[src/rtl/tag_array_sa_if.sv]
// Request/response bundle between the cache controller and tag_array_sa.
// resp_perr exists only when TAG_PARITY_EN is defined.
interface tag_array_sa_if #(
   parameter int ADDR_W  = 16,
   parameter int INDEX_W = 4,
   parameter int WAYS    = 2
);
   localparam int WAY_W = (WAYS > 1) ? $clog2(WAYS) : 1;
   localparam int TAG_W = ADDR_W - INDEX_W;

   logic              req_valid;
   logic              req_ready;
   logic [1:0]        req_op;
   logic [ADDR_W-1:0] req_addr;
   logic              resp_valid;
   logic              resp_hit;
   logic [WAY_W-1:0]  resp_way;
   logic              resp_evict;
   logic [TAG_W-1:0]  resp_evict_tag;
   logic              flush_busy;
`ifdef TAG_PARITY_EN
   logic              resp_perr;
`endif

   modport master (
      output req_valid, req_op, req_addr,
      input  req_ready, resp_valid, resp_hit, resp_way, resp_evict,
             resp_evict_tag, flush_busy
`ifdef TAG_PARITY_EN
      , input resp_perr
`endif
   );

   modport slave (
      input  req_valid, req_op, req_addr,
      output req_ready, resp_valid, resp_hit, resp_way, resp_evict,
             resp_evict_tag, flush_busy
`ifdef TAG_PARITY_EN
      , output resp_perr
`endif
   );
endinterface

[src/rtl/tag_array_sa.sv]
// Set-associative tag/valid/LRU store with lookup, fill and invalidate.
// Optional TAG_PARITY_EN adds even parity per entry and the resp_perr output.
//
// state | meaning
// FLUSH | walking sets after reset, clearing valid bits and LRU ages
// IDLE  | accepting one request per cycle, response registered next cycle
module tag_array_sa #(
   parameter int ADDR_W  = 16,
   parameter int INDEX_W = 4,
   parameter int WAYS    = 2
) (
   input logic          clk,
   input logic          reset,
   tag_array_sa_if.slave bus
);
   localparam int SETS  = 1 << INDEX_W;
   localparam int WAY_W = (WAYS > 1) ? $clog2(WAYS) : 1;
   localparam int TAG_W = ADDR_W - INDEX_W;

   typedef enum logic {FLUSH, IDLE} state_t;

   state_t               state, stateNext;
   logic [INDEX_W-1:0]   flushCnt, flushCntNext;
   logic                 reqReady, flushBusy;

   logic [TAG_W-1:0]     tagMem   [SETS][WAYS];
   logic [WAYS-1:0]      validMem [SETS];
   logic [WAY_W-1:0]     ageMem   [SETS][WAYS];
`ifdef TAG_PARITY_EN
   logic [WAYS-1:0]      parMem   [SETS];
`endif

   logic [TAG_W-1:0]     reqTag;
   logic [INDEX_W-1:0]   reqIdx;
   logic                 accept, isFill, isInv;
   logic [WAYS-1:0]      wayOk, match, perrVec;
   logic                 hit, freeFound;
   logic [WAY_W-1:0]     hitWay, freeWay, lruWay, victimWay, touchWay;
   logic                 doTouch;
   logic [WAY_W-1:0]     ageNext [WAYS];

   logic                 respValid, respHit, respEvict, respPerr;
   logic [WAY_W-1:0]     respWay;
   logic [TAG_W-1:0]     respEvictTag;

   assign reqTag = bus.req_addr[ADDR_W-1:INDEX_W];
   assign reqIdx = bus.req_addr[INDEX_W-1:0];
   assign isFill = (bus.req_op == 2'b01);
   assign isInv  = (bus.req_op == 2'b10);
   assign accept = bus.req_valid & reqReady & ~reset;

   always_comb begin
      stateNext    = state;
      flushCntNext = flushCnt;
      reqReady     = (state == IDLE);
      flushBusy    = (state == FLUSH);
      case (state)
         FLUSH: begin
            flushCntNext = flushCnt + 1'b1;
            if (flushCnt == INDEX_W'(SETS - 1)) stateNext = IDLE;
         end
         default: ;
      endcase
   end

   always_ff @(posedge clk) begin
      if (reset) begin
         state    <= FLUSH;
         flushCnt <= '0;
      end else begin
         state    <= stateNext;
         flushCnt <= flushCntNext;
      end
   end

   // A way whose stored parity disagrees with its tag counts as invalid.
   always_comb begin
      wayOk     = '0;
      match     = '0;
      perrVec   = '0;
      hit       = 1'b0;
      hitWay    = '0;
      freeFound = 1'b0;
      freeWay   = '0;
      lruWay    = '0;
      for (int w = 0; w < WAYS; w++) begin
`ifdef TAG_PARITY_EN
         perrVec[w] = validMem[reqIdx][w] & (parMem[reqIdx][w] != ^tagMem[reqIdx][w]);
`endif
         wayOk[w] = validMem[reqIdx][w] & ~perrVec[w];
         match[w] = wayOk[w] & (tagMem[reqIdx][w] == reqTag);
      end
      for (int w = WAYS - 1; w >= 0; w--) begin
         if (match[w]) begin
            hit    = 1'b1;
            hitWay = WAY_W'(w);
         end
         if (!wayOk[w]) begin
            freeFound = 1'b1;
            freeWay   = WAY_W'(w);
         end
         if (ageMem[reqIdx][w] == WAY_W'(WAYS - 1)) lruWay = WAY_W'(w);
      end
   end

   assign victimWay = freeFound ? freeWay : lruWay;
   assign touchWay  = hit ? hitWay : victimWay;
   assign doTouch   = accept & ((!isInv & hit) | isFill);

   always_comb begin
      for (int v = 0; v < WAYS; v++) begin
         ageNext[v] = ageMem[reqIdx][v];
         if (WAY_W'(v) == touchWay)
            ageNext[v] = '0;
         else if (ageMem[reqIdx][v] < ageMem[reqIdx][touchWay])
            ageNext[v] = ageMem[reqIdx][v] + 1'b1;
      end
   end

   // Flush loads the identity permutation so ages stay a permutation of 0..WAYS-1.
   always_ff @(posedge clk) begin
      if (!reset) begin
         if (state == FLUSH) begin
            validMem[flushCnt] <= '0;
            for (int w = 0; w < WAYS; w++) ageMem[flushCnt][w] <= WAY_W'(w);
         end else if (accept) begin
            if (isFill && !hit) begin
               tagMem[reqIdx][victimWay]   <= reqTag;
               validMem[reqIdx][victimWay] <= 1'b1;
`ifdef TAG_PARITY_EN
               parMem[reqIdx][victimWay]   <= ^reqTag;
`endif
            end
            if (isInv && hit) validMem[reqIdx][hitWay] <= 1'b0;
            if (doTouch)
               for (int w = 0; w < WAYS; w++) ageMem[reqIdx][w] <= ageNext[w];
         end
      end
   end

   always_ff @(posedge clk) begin
      if (reset) begin
         respValid    <= 1'b0;
         respHit      <= 1'b0;
         respWay      <= '0;
         respEvict    <= 1'b0;
         respEvictTag <= '0;
         respPerr     <= 1'b0;
      end else begin
         respValid <= accept;
         if (accept) begin
            respHit      <= hit;
            respWay      <= isFill ? touchWay : hitWay;
            respEvict    <= isFill & ~hit & wayOk[victimWay];
            respEvictTag <= (isFill & ~hit & wayOk[victimWay]) ? tagMem[reqIdx][victimWay] : '0;
            respPerr     <= |perrVec;
         end
      end
   end

   assign bus.req_ready      = reqReady;
   assign bus.flush_busy     = flushBusy;
   assign bus.resp_valid     = respValid;
   assign bus.resp_hit       = respHit;
   assign bus.resp_way       = respWay;
   assign bus.resp_evict     = respEvict;
   assign bus.resp_evict_tag = respEvictTag;
`ifdef TAG_PARITY_EN
   assign bus.resp_perr      = respPerr;
`else
   logic unusedPerr;
   assign unusedPerr = respPerr;
`endif
endmodule

[src/flat_wrapper.sv]
// flat-port wrapper written by rule: the top's interface ports become plain ports
module tag_array_sa_flat 
#(
   parameter int ADDR_W  = 16,
   parameter int INDEX_W = 4,
   parameter int WAYS    = 2
)
  (clk, reset, bus_req_valid, bus_req_op, bus_req_addr, bus_req_ready, bus_resp_valid, bus_resp_hit, bus_resp_way, bus_resp_evict, bus_resp_evict_tag, bus_flush_busy);
  tag_array_sa_if #(.ADDR_W(ADDR_W), .INDEX_W(INDEX_W), .WAYS(WAYS)) bus_i ();
  input logic clk;
  input logic reset;
  input wire logic [$bits(bus_i.req_valid)-1:0] bus_req_valid;
  input wire logic [$bits(bus_i.req_op)-1:0] bus_req_op;
  input wire logic [$bits(bus_i.req_addr)-1:0] bus_req_addr;
  output wire logic [$bits(bus_i.req_ready)-1:0] bus_req_ready;
  output wire logic [$bits(bus_i.resp_valid)-1:0] bus_resp_valid;
  output wire logic [$bits(bus_i.resp_hit)-1:0] bus_resp_hit;
  output wire logic [$bits(bus_i.resp_way)-1:0] bus_resp_way;
  output wire logic [$bits(bus_i.resp_evict)-1:0] bus_resp_evict;
  output wire logic [$bits(bus_i.resp_evict_tag)-1:0] bus_resp_evict_tag;
  output wire logic [$bits(bus_i.flush_busy)-1:0] bus_flush_busy;
  assign bus_i.req_valid = bus_req_valid;
  assign bus_i.req_op = bus_req_op;
  assign bus_i.req_addr = bus_req_addr;
  assign bus_req_ready = bus_i.req_ready;
  assign bus_resp_valid = bus_i.resp_valid;
  assign bus_resp_hit = bus_i.resp_hit;
  assign bus_resp_way = bus_i.resp_way;
  assign bus_resp_evict = bus_i.resp_evict;
  assign bus_resp_evict_tag = bus_i.resp_evict_tag;
  assign bus_flush_busy = bus_i.flush_busy;
  tag_array_sa #(.ADDR_W(ADDR_W), .INDEX_W(INDEX_W), .WAYS(WAYS)) u_core (.clk(clk), .reset(reset), .bus(bus_i));
endmodule
[config.mk]
export PLATFORM = sky130hd
export DESIGN_NAME = tag_array_sa_flat
export DESIGN_NICKNAME = d
export VERILOG_FILES = /design/src/rtl/tag_array_sa_if.sv /design/src/rtl/tag_array_sa.sv /design/src/flat_wrapper.sv
export SDC_FILE = /design/constraint.sdc
export NUM_CORES = 1
export LEC_CHECK = 0
export CORE_MARGIN = 3
export CORE_UTILIZATION = 57
export CTS_BUF_LIST = sky130_fd_sc_hd__clkbuf_8 sky130_fd_sc_hd__clkbuf_16
export CTS_CLUSTER_SIZE = 28
export DETAILED_ROUTE_END_ITERATION = 16
export DONT_BUFFER_PORTS = 1
export HOLD_SLACK_MARGIN = 0.03
export PLACE_DENSITY = 0.74
export SLEW_MARGIN = 20
export SYNTH_ARGS = -nofsm -noshare
export SYNTH_HDL_FRONTEND = slang
export SYNTH_SLANG_ARGS = --single-unit
[constraint.sdc]
create_clock -name clk -period 4.35 [get_ports clk]
set_input_delay 0.435 -clock clk [delete_from_list [all_inputs] [get_ports clk]]
set_output_delay 0.435 -clock clk [all_outputs]
set_load 0.005 [all_outputs]
[After elaboration in Yosys (flattened, before gate mapping)]
Memory sizes are Yosys's and may differ from the RTL's.
Index checks and enable logic that the tools add are counted.
Cells by class
  add/sub/neg operators: 3
  multiply operators: 0
  divide/modulo/power cells: 0
  order comparisons: 9
  equal/unequal tests: 5
  shifts and indexed selects: 0
  multiplexer cells: 59
  bitwise logic cells: 16
  reductions and logical operators: 9
Operators by type and width (number)
  2-to-1 mux 12 bit: 5
  2-to-1 mux 1 bit: 43
  == test 12 bit: 2
  2-to-1 mux 24 bit: 1
  demux 12 bit (select 1 bit): 1
  2-to-1 mux 2 bit: 5
  bitwise AND 1 bit: 8
  2-to-1 mux 4 bit: 2
  logical AND 1 bit: 5
  adder 4 x 1 -> 4 bit, second input constant: 1
  == test 4 bit, second input constant: 1
  >= comparator 2 bit, second input constant: 2
  less-than comparator 1 x 2 -> 1 bit, second input constant: 2
  inverter 1 -> 2 bit: 2
  OR reduction 2 bit: 2
  inverter 1 bit: 3
  bitwise OR 1 bit: 3
  adder 1 bit, second input constant: 2
  demux 1 bit (select 1 bit): 2
  == test 2 x 1 -> 1 bit, second input constant: 1
  == test 2 bit, second input constant: 1
  >= comparator 1 bit, second input constant: 2
  zero test 1 bit: 2
  less-than comparator 1 bit: 2
  less-than comparator 2 x 1 -> 1 bit, second input constant: 1
Word-level totals
  register bits after elaboration: 21
  latch bits: 0
  RAM bits: 448
  memory bits (read-only): 0
  input port bits: 21
  output and inout port bits: 18
  word-level logic and storage cells: 111
  memories kept: 3
Memories
  u_core.tagMem: depth 16, bits a word 24, rd ports 1, clocked after Yosys merged registers in 0, write ports 1, line tag_array_sa.sv:26  | logic [TAG_W-1:0] tagMem [SETS][WAYS];
  u_core.ageMem: depth 16, bits a word 2, rd ports 1, clocked after Yosys merged registers in 0, write ports 1, line tag_array_sa.sv:28  | logic [WAY_W-1:0] ageMem [SETS][WAYS];
  u_core.validMem: depth 16, bits a word 2, rd ports 1, clocked after Yosys merged registers in 0, write ports 1, line tag_array_sa.sv:27  | logic [WAYS-1:0] validMem [SETS];

[Longest topological paths before layout]
An unclocked memory read counts as a cell.
  depth in word-level cells: 15
  gate-level depth with buffers: 17
  mapped depth without buffers: 10

[Least setup slack after synthesis]
Ideal clock, no wire load.
  path type: input-to-reg
  start point: in bus_req_addr[1]
  end point: mem u_core.tagMem[0][12] (netlist bit), enable pin
  setup time: 0.380 ns
  arrival time: 4.069 ns
  data required time: 3.970 ns
  slack: -0.099 ns
  stages on the path: 16
  buffers on the path: 8
  cells stage by stage: buf_4 > buf_6 > buf_4 > buf_4 > buf_4 > buf_4 > mux4_2 > mux4_2 > clkinv_1 > o21ai_1 > nand2_1 > inv_1 > or4_1 > buf_2 > clkbuf_1 > nor2_1
Between the ends
  cells in the longest elaborated chain, start to end: 12
  elaborated cells on any way between the ends: 28
  classes of those cells: 2 x order compare; 2 x eq/ne; 15 x mux; 3 x bitwise; 3 x reduce/logical; 3 x memory
Ends and longest elaborated chain
  start, declared: line flat_wrapper.sv:14  | input wire logic [$bits(bus_i.req_addr)-1:0] bus_req_addr;
  memory read (16 x 24 bit)
  == test 12 bit: line tag_array_sa.sv:91  | match[w] = wayOk[w] & (tagMem[reqIdx][w] == reqTag);
  bitwise AND 1 bit: line tag_array_sa.sv:91
  2-to-1 mux 1 bit (2 in series): line tag_array_sa.sv:94  | if (match[w]) begin
  zero test 1 bit: line tag_array_sa.sv:127  | if (isFill && !hit) begin
  logical AND 1 bit: line tag_array_sa.sv:127
  2-to-1 mux 1 bit: line tag_array_sa.sv:127
  2-to-1 mux 1 bit: line tag_array_sa.sv:126  | end else if (accept) begin
  2-to-1 mux 1 bit: line tag_array_sa.sv:123  | if (state == FLUSH) begin
  2-to-1 mux 1 bit: line tag_array_sa.sv:122  | if (!reset) begin
  2-to-1 mux 24 bit (implied by the code): line tag_array_sa.sv:128  | tagMem[reqIdx][victimWay] <= reqTag;
  end, declared: line tag_array_sa.sv:26
Parallel ways exist; a longest one is shown, timed or not.

[Worst setup path after layout]
  start point: mem u_core.tagMem[10][4] (netlist bit)
  end point: mem u_core.tagMem[2][7] (netlist bit), enable pin
Between the ends
  cells in the longest elaborated chain, start to end: 12
Ends and longest elaborated chain (line)
  memory read (16 x 24 bit)
  == test 12 bit: tag_array_sa.sv:91
  bitwise AND 1 bit: tag_array_sa.sv:91
  2-to-1 mux 1 bit (2 in series): tag_array_sa.sv:94
  zero test 1 bit: tag_array_sa.sv:127
  logical AND 1 bit: tag_array_sa.sv:127
  2-to-1 mux 1 bit: tag_array_sa.sv:127
  2-to-1 mux 1 bit: tag_array_sa.sv:126
  2-to-1 mux 1 bit: tag_array_sa.sv:123
  2-to-1 mux 1 bit: tag_array_sa.sv:122
  2-to-1 mux 24 bit (implied by the code): tag_array_sa.sv:128
Every way passes these cells.

==> metrics.txt <==
Syn Nets=1178; Mean Syn Cell Area=17.3 sq um; final net count=1238; Post-synth EDFFs=448; final hold violation count=0; vias=11500; final worst-path cycle share=0.938; antenna cells=0; Critical Path Start Type=flip-flop; largest net degree at the start of global routing=126; slew at the pin with the worst max-slew slack=0.769 ns; RSZ-0062 raised after global routing=no; most frequent cell after synthesis=edfxtp_1; most used flip-flop cell after synthesis=edfxtp_1; VDD IR max=0.284 mV; Iteration-0 DRC Markers=1441; most area-consuming cells after synthesis=edfxtp_1, mux4_2, mux2i_1; latest clock arrival within the worst-skew pair=0.56 ns; core outline area=34600 sq um; CP Class=flip-flop to flip-flop; max cap viols=0; top cell type's share of synthesized area=0.671; num ports=39; DR vias/cell=6.72; Setup Skew=0.0209 ns; Gate power share=0.061; clk slew on worst S/H paths=0.06 ns; Total GRT Usage=0.266; antenna-violating nets left=0; FF-to-FF setup slack=0.27 ns; Commonest cells post-synth=edfxtp_1, mux4_2, mux2i_1; Crit. End Element=flip-flop; DP HPWL=30200 um; layout cells sized above 1=0.223; first-pass GRT wire length=73900 um; CTS HTree Levels=2; crit-path cells=mux4_2 > mux2i_1 > xnor2_1 > nor2_1 > a41oi_1 > or4_1 > nand3_2 > nor3_2 > nand2_1 > nor2_1 > buf_12; final setup fails=0; sequential fraction of the synthesis area=0.692; Net Switching=1.95 mW; Post-synth ARST share=0; Setup crit start=u_core.tagMem[10][4]$_DFFE_PP_; P_leak=7.41 nW; setup bufs post-CTS=0; DRT Pass-1 Iters=6; die area=37400 sq um; PD cells=420 nW/um^2; grt ovf=0; area of the multi-input gates=5780 sq um; outcome=finished clean; Final Max Slew Viols=0; vias in the first global route=11400; Synth Register Bits=469; Setup WS pre-CTS=0.0439 ns; Critical Path RT=4.62 ns; cell repeated most along the worst path=nor2_1; Routed WL per cell=29.3 um; clock power share=0.418; Placer Congestion=1.01; Layout area overhead=12.6%; synthesized area=20000 sq um; clk sinks=469; Die Wd=194 um; min Tclk post-route=4.08 ns; Routed WL=49900 um; Worst path slowest cell=nor3_2; CTS root buffer=clkbuf_16; sw frac=0.205; sequential cell area=13900 sq um; FMAX=245 MHz; delay of the slowest cell on the worst path=0.58 ns; Syn Inst Count=1156; Reg power frac=0.521; worst min path class=input port to flip-flop; Die Ht=194 um; Ys Warns=0; worst hold slack=0.154 ns; Int Pwr=7.53 mW; CTS max path bufs=3; Starting Density=0.579; R2R Path Start=u_core.tagMem[10][4]$_DFFE_PP_; Worst slew margin=0.487; fillers=2257; Hold Crit Start=bus_req_addr[2]; CTS Buf Count=47; Critical Path AT=4.35 ns; PortBufs=0; initial antenna violation count=0; # DRC=0; PnR worst setup slack=0.268 ns; CTS tree=yes; CP Max Fanout=14; cell taking the most area after synthesis=edfxtp_1; distinct cell type count after synthesis=70; Rows=68
==> layout by cell type, fill, tap and decap left out, types with 4 or more instances in the layout <==
cell / count
nor2_1: 57
xnor2_1: 20
edfxtp_1: 448
bufinv_16: 5
mux2_1: 4
nand2b_1: 9
a21oi_1: 47
a31oi_1: 4
o21ai_0: 21
a22oi_1: 18
clkbuf_16: 49
buf_4: 61
xor2_1: 10
mux2i_1: 74
o22ai_1: 26
a21o_1: 18
clkinv_2: 7
nor2b_1: 6
mux4_2: 106
and2_1: 4
inv_1: 24
mux2_2: 19
dfxtp_1: 21
buf_12: 15
nor3_1: 9
or4_1: 15
clkinv_1: 8
nand3_1: 11
or2_2: 4
nand2_1: 59
==> metal layers <==
metal / wire length, um / GRT usage / share of wire / up-vias
met1: 18300 / 0.359 / 0.37 / 5787
met3: 5850 / 0.0801 / 0.12 / 150
met4: 2380 / 0.119 / 0.048 / 0
met5: 0 / 0 / 0 / -
met2: 23500 / 0.407 / 0.47 / 727
li1: - / - / - / 4794
==> flip-flops by register name, summed over array words and instances, names as in the netlist <==
| signal | cells |
|---|---|
| u_core.tagMem | 384 |
| u_core.ageMem | 32 |
| u_core.validMem | 32 |
| u_core.bus.resp_evict_tag | 12 |
| u_core.flushCnt | 4 |
| u_core.bus.req_ready | 1 |
| u_core.bus.resp_evict | 1 |
| u_core.bus.resp_hit | 1 |
| u_core.bus.resp_valid | 1 |
| u_core.bus.resp_way | 1 |
==> worst max-delay path, delay by kind of cell (launching register included) <==
| kind | cells | cell delay, ns |
|---|---|---|
| flops | 1 | 0.36 |
| mux | 2 | 0.85 |
| compound gates | 1 | 0.30 |
| xor+xnor | 1 | 0.19 |
| buf+inv | 1 | 0.21 |
| simple gates | 6 | 1.88 |
==> path summary, 6_finish.rpt <==
kind | cells past startpoint | end
max | 11 | u_core.tagMem[2][7]$_DFFE_PP_
min | 2 | u_core.bus.resp_evict_tag[11]$_SDFFE_PP0P_
max reg2reg | 11 | u_core.tagMem[2][7]$_DFFE_PP_
min reg2reg | 2 | u_core.bus.resp_way$_SDFFE_PP0P_
==> cell families after synthesis <==
logic type | Yosys count | share of synthesized area
DFF | 469 | 0.692
xor gates and xnor gates | 30 | 0.0131
buffers and inverters | 82 | 0.0196
and+or+nand+nor | 198 | 0.0491
muxes | 204 | 0.170
adders and majority gates | 1 | 0.000624
AOI/OAI and AO/OA | 172 | 0.0558
==> power by group through the flow <==
| stage | combinational [mW] | clock (mW) | sequential, mW |
|---|---|---|---|
| finish | 0.574 | 3.96 | 4.94 |
| global route | 0.598 | 4.16 | 4.94 |
| CTS | 0.560 | 4.01 | 4.94 |
| detailed placement | 0.473 | 0 | 5.04 |
| global placement | 0.469 | 0 | 5.04 |
| floorplan | 0.391 | 0 | 5.04 |
==> per-stage QoR <==
step                      instances  setup TNS, ns   util  instance area [sq um]  power, mW
after floorplan                1156         -11.74      -                  20000       5.43
after global placement         1609              0  0.601                  20800       5.51
after detailed placement       1609              0  0.601                  20800       5.51
after CTS                      1705              0  0.652                  22600       9.51
after global routing           1705              0  0.652                  22600       9.71
final                          1705              0  0.652                  22600       9.48
==> cell type report <==
class                   instances  share of cell area
flip-flops and latches        469               0.615
clock buffers                  50              0.0549
clock inverters                33              0.0124
well taps                     455              0.0252
inverters                      16             0.00266
multi-input cells             605               0.256
repair buffers                 77              0.0340
==> timing repair <==
action / 4_1_cts / 5_1_grt
gates resized for setup: 0 / 1
setup endpoints to repair: 0 / 26
hold buffers: 13 / 0
hold endpoints to repair: 392 / 0
Note: power is estimated with default switching activity, not from simulation.
